`src/rtl/rs_issue_scheduler.sv`:
```
// Reservation-station issue scheduler.
// Tracks which entries are busy and which operands are still waiting on a ROB tag.
// An age matrix records allocation order.
// Each cycle it picks the oldest ready entry for the ALU, and it reports the lowest free slot to Dispatch.
module rs_issue_scheduler #(
  parameter int SIZE  = 16,
  parameter int IDX_W = 4,
  parameter int ROB_W = 4
) (
  input  logic             clk,
  input  logic             rst,
  input  logic             rdy,
  input  logic             clr,
  input  logic             alloc_valid,
  output logic [IDX_W-1:0] alloc_pos,
  output logic             alloc_ok,
  input  logic             alloc_j_pend,
  input  logic [ROB_W-1:0] alloc_j_tag,
  input  logic             alloc_k_pend,
  input  logic [ROB_W-1:0] alloc_k_tag,
  input  logic             cdb_alu_valid,
  input  logic [ROB_W-1:0] cdb_alu_tag,
  input  logic             cdb_lsb_valid,
  input  logic [ROB_W-1:0] cdb_lsb_tag,
  input  logic             alu_free,
  output logic             issue_valid,
  output logic [IDX_W-1:0] issue_pos,
  output logic             full,
  output logic [IDX_W:0]   count
);

  // Per-entry state; older_q[a][b] = 1 means entry a was allocated before entry b.
  logic [SIZE-1:0]  busy_q, busy_d;
  logic [SIZE-1:0]  jp_q, jp_d;
  logic [SIZE-1:0]  kp_q, kp_d;
  logic [ROB_W-1:0] jt_q [SIZE];
  logic [ROB_W-1:0] jt_d [SIZE];
  logic [ROB_W-1:0] kt_q [SIZE];
  logic [ROB_W-1:0] kt_d [SIZE];
  logic [SIZE-1:0]  older_q [SIZE];
  logic [SIZE-1:0]  older_d [SIZE];
  logic             issue_valid_q, issue_valid_d;
  logic [IDX_W-1:0] issue_pos_q, issue_pos_d;
  logic [IDX_W:0]   count_q, count_d;

  logic [SIZE-1:0]  ready;
  logic [SIZE-1:0]  grant;
  logic [IDX_W-1:0] sel_idx;
  logic [IDX_W-1:0] free_idx;
  logic             do_alloc;
  logic             do_sel;

  // True when either valid CDB broadcast carries this tag.
  function automatic logic tag_hit(input logic [ROB_W-1:0] t);
    return (cdb_alu_valid && (cdb_alu_tag == t)) || (cdb_lsb_valid && (cdb_lsb_tag == t));
  endfunction

  // Readiness comes from registered state only, so same-cycle wakeups wait a cycle.
  assign ready = busy_q & ~jp_q & ~kp_q;

  assign full        = (count_q == (IDX_W+1)'(SIZE));
  assign alloc_ok    = ~full;
  assign alloc_pos   = free_idx;
  assign issue_valid = issue_valid_q;
  assign issue_pos   = issue_pos_q;
  assign count       = count_q;

  // An entry is granted when it is ready and no older entry is also ready.
  always_comb begin
    grant = '0;
    for (int e = 0; e < SIZE; e++) begin
      grant[e] = ready[e];
      for (int x = 0; x < SIZE; x++) begin
        if (ready[x] && older_q[x][e]) grant[e] = 1'b0;
      end
    end
  end

  // Priority encoders: the granted entry, and the lowest free slot (0 when full).
  always_comb begin
    sel_idx  = '0;
    free_idx = '0;
    for (int e = SIZE - 1; e >= 0; e--) begin
      if (grant[e])   sel_idx  = e[IDX_W-1:0];
      if (!busy_q[e]) free_idx = e[IDX_W-1:0];
    end
  end

  // Next state: flush, stall, or normal operation (wakeup, allocation, selection).
  always_comb begin
    busy_d        = busy_q;
    jp_d          = jp_q;
    kp_d          = kp_q;
    jt_d          = jt_q;
    kt_d          = kt_q;
    older_d       = older_q;
    issue_valid_d = 1'b0;
    issue_pos_d   = issue_pos_q;
    count_d       = count_q;
    do_alloc      = 1'b0;
    do_sel        = 1'b0;
    if (clr) begin
      busy_d      = '0;
      older_d     = '{default: '0};
      issue_pos_d = '0;
      count_d     = '0;
    end else if (rdy) begin
      for (int e = 0; e < SIZE; e++) begin
        if (busy_q[e] && jp_q[e] && tag_hit(jt_q[e])) jp_d[e] = 1'b0;
        if (busy_q[e] && kp_q[e] && tag_hit(kt_q[e])) kp_d[e] = 1'b0;
      end
      do_alloc = alloc_valid && !full;
      if (do_alloc) begin
        busy_d[free_idx]  = 1'b1;
        jp_d[free_idx]    = alloc_j_pend && !tag_hit(alloc_j_tag);
        kp_d[free_idx]    = alloc_k_pend && !tag_hit(alloc_k_tag);
        jt_d[free_idx]    = alloc_j_tag;
        kt_d[free_idx]    = alloc_k_tag;
        older_d[free_idx] = '0;
        // The new slot was free, so busy_q[free_idx] is 0 and the slot is never marked older than itself.
        for (int x = 0; x < SIZE; x++) older_d[x][free_idx] = busy_q[x];
      end
      do_sel = alu_free && (|grant);
      if (do_sel) begin
        busy_d[sel_idx]  = 1'b0;
        older_d[sel_idx] = '0;
        for (int x = 0; x < SIZE; x++) older_d[x][sel_idx] = 1'b0;
        issue_valid_d    = 1'b1;
        issue_pos_d      = sel_idx;
      end
      count_d = count_q + (IDX_W+1)'(do_alloc) - (IDX_W+1)'(do_sel);
    end
  end

  // State register with synchronous active-low reset.
  always_ff @(posedge clk) begin
    if (!rst) begin
      busy_q        <= '0;
      jp_q          <= '0;
      kp_q          <= '0;
      jt_q          <= '{default: '0};
      kt_q          <= '{default: '0};
      older_q       <= '{default: '0};
      issue_valid_q <= 1'b0;
      issue_pos_q   <= '0;
      count_q       <= '0;
    end else begin
      busy_q        <= busy_d;
      jp_q          <= jp_d;
      kp_q          <= kp_d;
      jt_q          <= jt_d;
      kt_q          <= kt_d;
      older_q       <= older_d;
      issue_valid_q <= issue_valid_d;
      issue_pos_q   <= issue_pos_d;
      count_q       <= count_d;
    end
  end

endmodule
```
`config.mk`:
```
export PLATFORM = sky130hd
export DESIGN_NAME = rs_issue_scheduler
export DESIGN_NICKNAME = d
export VERILOG_FILES = /design/src/rtl/rs_issue_scheduler.sv
export SDC_FILE = /design/constraint.sdc
export NUM_CORES = 2
export LEC_CHECK = 0
export CORE_UTILIZATION = 30
export DETAILED_ROUTE_END_ITERATION = 12
export PLACE_DENSITY = 0.55
export SLEW_MARGIN = 10
export SYNTH_ARGS = -nofsm -noshare
export SYNTH_HDL_FRONTEND = slang
export SYNTH_SLANG_ARGS = --single-unit
```
`constraint.sdc`:
```
create_clock -name clk -period 3.5 [get_ports clk]
set_input_delay 0.875 -clock clk [delete_from_list [all_inputs] [get_ports clk]]
set_output_delay 0.875 -clock clk [all_outputs]
set_load 0.01 [all_outputs]
```
Word level (Yosys, flattened, before mapping)
Index checks and enable logic that the tools add are counted.
{ "op_classes": {"addsub": 2, "multipliers": 0, "div": 0, "magnitude_cmp": 8, "eq_ne": 69, "shifts": 0, "n_mux": 425, "bitwise": 33, "n_reduce_logical": 439} }
{ "op_table": {"columns": ["cell", "n"], "rows": [
  ["256-bit 2-to-1 mux", 4],
  ["256-bit AND", 2],
  ["256-bit NOT", 2],
  ["1-bit logical AND", 396],
  ["1-bit 2-to-1 mux", 355],
  ["16-bit AND", 19],
  ["16-bit bitwise mux", 18],
  ["4-bit equality test", 68],
  ["4-bit 2-to-1 mux", 33],
  ["64-bit bitwise mux", 2],
  ["16-bit demux with 4-bit select", 2],
  ["16-bit 2-to-1 mux", 8],
  ["16-bit NOT", 3],
  ["1-bit logical OR", 34],
  ["4-bit demux with 4-bit select", 1],
  ["16-bit bitwise OR", 1],
  ["16-bit OR reduction", 1],
  ["5-bit >= comparator (second input constant)", 2],
  ["4-bit by 5-bit < comparator with 1-bit output (second input constant)", 2],
  ["5-bit by 1-bit < comparator with 1-bit output (second input constant)", 2],
  ["4-bit NOT with 5-bit output", 2],
  ["1-bit demux with 4-bit select", 2],
  ["4-bit by 1-bit >= comparator with 1-bit output (second input constant)", 2],
  ["5-bit by 1-bit adder with 5-bit output", 1],
  ["other kinds (8)", 14]
]} }
{ "word_totals": {"ff_bits": 442, "latch_bits": 0, "ramBits": 0, "mem_bits_ro": 0, "input_bits": 26, "out_inout_bits": 16, "word_cells": 1030, "mem_count": 0} }

Depth between registers and ports, before layout
{ "logic_depth": {"ltp_word": 45, "ltp_mapped": 21, "depth_no_buf": 19} }

Worst setup path before layout
Ideal clock, no wire load.
{ "synth_path": {"path_type": "reg-to-reg", "startpoint": "reg kp_q[0]", "endpoint": "reg count_q[4], in the netlist count[4]", "setup_ns": 0.128, "arrival_ns": 3.638, "t_required_ns": 3.372, "slack_ns": -0.266, "path_stages_with_launch": 20, "n_path_buf": 0, "period_less_slack_ns": 3.766, "cell_sequence": "dfxtp_1 > or4b_2 > a2111oi_0 > nand4_1 > nand2_1 > nor3_1 > a21oi_1 > ha_1 > inv_1 > ha_1 > inv_1 > fa_1 > inv_1 > a21oi_1 > nor2_1 > nor2_1 > xnor2_1 > nand2_1 > xor2_1 > nor2_1"} }
{ "synth_via": {"elab_chain_cells": 22, "word_cells_on_any_way": 277, "classes_between": "1 x add/sub; 256 x mux; 2 x bitwise; 18 x reduce/logical"} }
{ "synth_lines": {"columns": ["item", "line", "rtl"], "rows": [
  ["start, declared", "35", "logic [SIZE-1:0] kp_q, kp_d;"],
  ["start signal, assigned", "150", "kp_q <= kp_d;"],
  ["16-bit NOT *", "59", "assign ready = busy_q & ~jp_q & ~kp_q;"],
  ["16-bit AND *", "59", null],
  ["1-bit logical AND", "74", "if (ready[x] && older_q[x][e]) grant[e] = 1'b0;"],
  ["1-bit 2-to-1 mux (16 in series)", "74", null],
  ["16-bit OR reduction *", "123", "do_sel = alu_free && (|grant);"],
  ["1-bit logical AND *", "123", null],
  ["5-bit by 1-bit subtractor with 5-bit output *", "131", "count_d = count_q + (IDX_W+1)'(do_alloc) - (IDX_W+1)'(do_sel);"],
  ["end signal, assigned", "156", "count_q <= count_d;"],
  ["end, declared", "44", "logic [IDX_W:0] count_q, count_d;"]
]} }
Mark *: on every way between the ends. The rest lies on a longest branch, timed or not.
A chain may end at the register's enable or synchronous reset.

Final worst setup path
{ "layout_path": {"startpoint": "reg kp_q[12]", "endpoint": "reg count_q[4], in the netlist count[4]"} }
{ "layout_via": {"elab_chain_cells": 21, "word_cells_on_any_way": 97, "classes_between": "1 x add/sub; 76 x mux; 2 x bitwise; 18 x reduce/logical"} }
{ "layout_lines": {"columns": ["item", "line"], "rows": [
  ["16-bit NOT *", "59"],
  ["16-bit AND *", "59"],
  ["1-bit 2-to-1 mux (16 in series)", "74"],
  ["16-bit OR reduction *", "123"],
  ["1-bit logical AND *", "123"],
  ["5-bit by 1-bit subtractor with 5-bit output *", "131"]
]} }
Marks and branches as above.

==> impl_metrics.env <==
export IMPL_async_reset_ff_share_pct=0
export IMPL_ant_nets=0
export IMPL_worst_path_largest_cell_delay_ns=0.86
export IMPL_fin_ws_ns=-0.4215
export IMPL_clockBufferDepth=3
export IMPL_grt_overflow_total=0
export IMPL_ys_flop_type="dfxtp_1"
export IMPL_rsz0062_at_grt="true"
export IMPL_tightest_slew_ns=1.389
export IMPL_track_usage_pct=37.65
export IMPL_drive_gt1_share_pct=35.95
export IMPL_gp_congestion=1.074
export IMPL_cp_slowest_cell="nor4bb_1"
export IMPL_grt_max_degree=161
export IMPL_hpwlAfterDp_mm=128.2
export IMPL_crit_arrival_ns=4.49
export IMPL_finalHoldViolCount=0
export IMPL_drc=0
export IMPL_grt_use_met3_pct=10.69
export IMPL_min_period_over_period_pct=112.0
export IMPL_crit_family="simple AND/OR/NAND/NOR gates"
export IMPL_met2_usage_pct=53.40
export IMPL_final_common_cell="buf_4"
export IMPL_setup_viol=211
export IMPL_grt_pass1_vias=29260
export IMPL_p_per_area_nw_per_um2=307.2
export IMPL_cts_sinks=442
export IMPL_crit_fanout=4
export IMPL_required_ns=4.07
export IMPL_drt_iter0_markers=4357
export IMPL_ys_types=93
export IMPL_critPathCaptureType="flop"
export IMPL_grt_busiest_layer="met2"
export IMPL_period_minus_slack_ns=3.922
export IMPL_path_class="flop to flop"
export IMPL_port_buffers=41
export IMPL_antenna_found_initial=17
export IMPL_clkLatencyLatePin_ns=0.70
export IMPL_viasPerCell=6.096
export IMPL_yosys_warnings=0
export IMPL_syn2layout_area_growth_pct=56.61
export IMPL_relSlewSlack_pct=6.656
export IMPL_ys_seq_elements=442
export IMPL_routed_wl_mm=176.2
export IMPL_cts_tree="built"
export IMPL_worst_path_most_repeated_cell="nor2_1"
export IMPL_status="complete, but fails checks"
export IMPL_max_vdd_ir_drop_uv=349.5
export IMPL_hold_class="flop to flop"
export IMPL_coreArea_um2=86750
export IMPL_crit_buf_inv=5
export IMPL_place_ws_ns=-1.093
export IMPL_power_w=0.01265
export IMPL_synth_fp_nets=3271
export IMPL_post_synth_inst_count=3238
export IMPL_drtPass1Iterations=10
export IMPL_floorplan_initialDensity_pct=30.30
export IMPL_fp_row_count=108
export IMPL_dr_total_vias=32060
export IMPL_fp_dieH_um=298.0
export IMPL_violations="setup timing"
export IMPL_dieWidth_um=298.0
export IMPL_grt_pass1_wl_mm=236.8
export IMPL_crit_path_start_kind="flop"
export IMPL_final_util_pct=47.46
export IMPL_numCtsBuffers=57
export IMPL_syn_area_um2=26290
export IMPL_cts_root_buf="clkbuf_16"
export IMPL_die_area_um2=88820
export IMPL_htreeDepth=2
export IMPL_synth_edf_count=0
export IMPL_met1_usage_pct=49.75
export IMPL_final_cells=5260
export IMPL_wire_per_inst_um=33.49
export IMPL_synth_avg_cell_area_um2=8.119
export IMPL_path_cells="buf_6 -> nor4bb_1 -> a2111oi_0 -> nand4_1 -> nand2_1 -> nor3_2 -> a21oi_2 -> buf_6 -> ha_4 -> inv_4 -> ha_4 -> inv_2 -> fa_2 -> inv_2 -> a21oi_2 -> nor2_1 -> nor2_1 -> xnor2_1 -> nand2_1 -> xor2_1 -> nor2_1"
export IMPL_leakage_nw=14.96
export IMPL_dp_cells=5036
export IMPL_final_nets=4082
export IMPL_layout_common_cells="buf_4 (792), dfxtp_1 (414), nand2_1 (379)"
export IMPL_io_pins=42
export IMPL_clock_skew_ns=0.07076
export IMPL_path_clk_slew_ns=0.06
export IMPL_cap_viol_max_count=0
export IMPL_maxSlewViolCount=0
export IMPL_fmax_mhz=255.0
export IMPL_ys_seq_area_share_pct=33.66
## power by group
| group | leakage (nW) | switching (W) | total (W) | internal (W) |
|---|---|---|---|---|
| clock | 0.981 | 0.00267 | 0.00641 | 0.00374 |
| sequential | 3.58 | 0.00000842 | 0.00504 | 0.00503 |
| combinational | 10.4 | 0.000771 | 0.00120 | 0.000429 |
## cell usage after synthesis (52+ instances only)
master     number  share of area, %
a2111oi_0      58               1.9
a21boi_0      131               3.7
a21oi_1       141               2.7
a22oi_1        62               1.8
a32o_1         58               2.2
clkbuf_1      248               3.5
dfxtp_1       442                34
inv_1          52              0.74
nand2_1       388               5.5
nand3_1       193               3.7
nor2_1        110               1.6
nor3_1         78               1.5
nor4bb_1      167               6.4
o21ai_0       242               4.6
xnor2_1       118               3.9
xor2_1        158               5.3
## metrics by stage
step	TNS, ns	hold WS [ns]	cell area, µm²
after detailed placement	-150.92	0.4244	34870
after CTS	-21.07	0.4370	38690
after floorplan	-0.08961	0.4072	26320
after global routing	-36.76	0.4733	41150
after global placement	-238.53	0.4276	34860
final	-31.18	0.4402	41170
## cell type report
type / count / area, µm²
timing repair buffer: 1064 / 10120
inverter: 54 / 206.4
clock buffer: 86 / 1747
clock inverter: 19 / 260.3
fill: 8336 / 45580
multi-input combinational: 2430 / 18470
antenna: 10 / 25.02
sequential: 442 / 8899
tap: 1155 / 1445
## worst paths after layout
kind / startpoint / endpoint / slack (ns) / depth (start not counted)
setup / recovery: kp_q[12] / count[4] / -0.42 / 21
hold / removal: older_q[195] / older_q[195] / 0.44 / 2
setup reg to reg: kp_q[12] / count[4] / -0.42 / 21
hold reg to reg: older_q[195] / older_q[195] / 0.44 / 2
## worst reg2reg max path, cell delays in order (launching register included)
cell and delay (ns):
dfxtp_4 0.37, buf_6 0.14, nor4bb_1 0.86, a2111oi_0 0.16, nand4_1 0.18, nand2_1 0.10
nor3_2 0.27, a21oi_2 0.11, buf_6 0.15, ha_4 0.27, inv_4 0.03, ha_4 0.15
inv_2 0.05, fa_2 0.20, inv_2 0.04, a21oi_2 0.11, nor2_1 0.05, nor2_1 0.13
xnor2_1 0.13, nand2_1 0.08, xor2_1 0.17, nor2_1 0.05
## routing by layer
layer  share of wire (%)  vias up
li1                    -    13660
met1                  40    15570
met2                  40     2173
met3                  12      647
met4                 8.0       12
met5                0.11        -
## registers in the layout, summed over array words and instances (netlist names)
signal	flops
jp_q	16
kp_q	16
issue_valid	1
older_q	256
kt_q	64
count	5
busy_q	16
issue_pos	4
jt_q	64
## cell families (layout without fill, tap and decap cells)
logic type	count (synthesis)	in the layout	share of synthesized area, %
muxes	21	21	0.8043
and+or+nand+nor	1146	1146	24.44
buffers and inverters	366	1223	5.587
xor gates and xnor gates	276	276	9.195
DFF	442	442	33.66
AOI/OAI and AO/OA	980	980	25.96
other	0	10	0
adders and majority gates	7	7	0.3617
## timing repair
action,in CTS,in global routing
gates cloned,2,10
hold buffers,0,0
pin swaps,52,137
setup buffers,47,79
setup endpoints to repair,301,261
resized for setup,298,366
No activity file was read; power rests on OpenSTA's default activity.
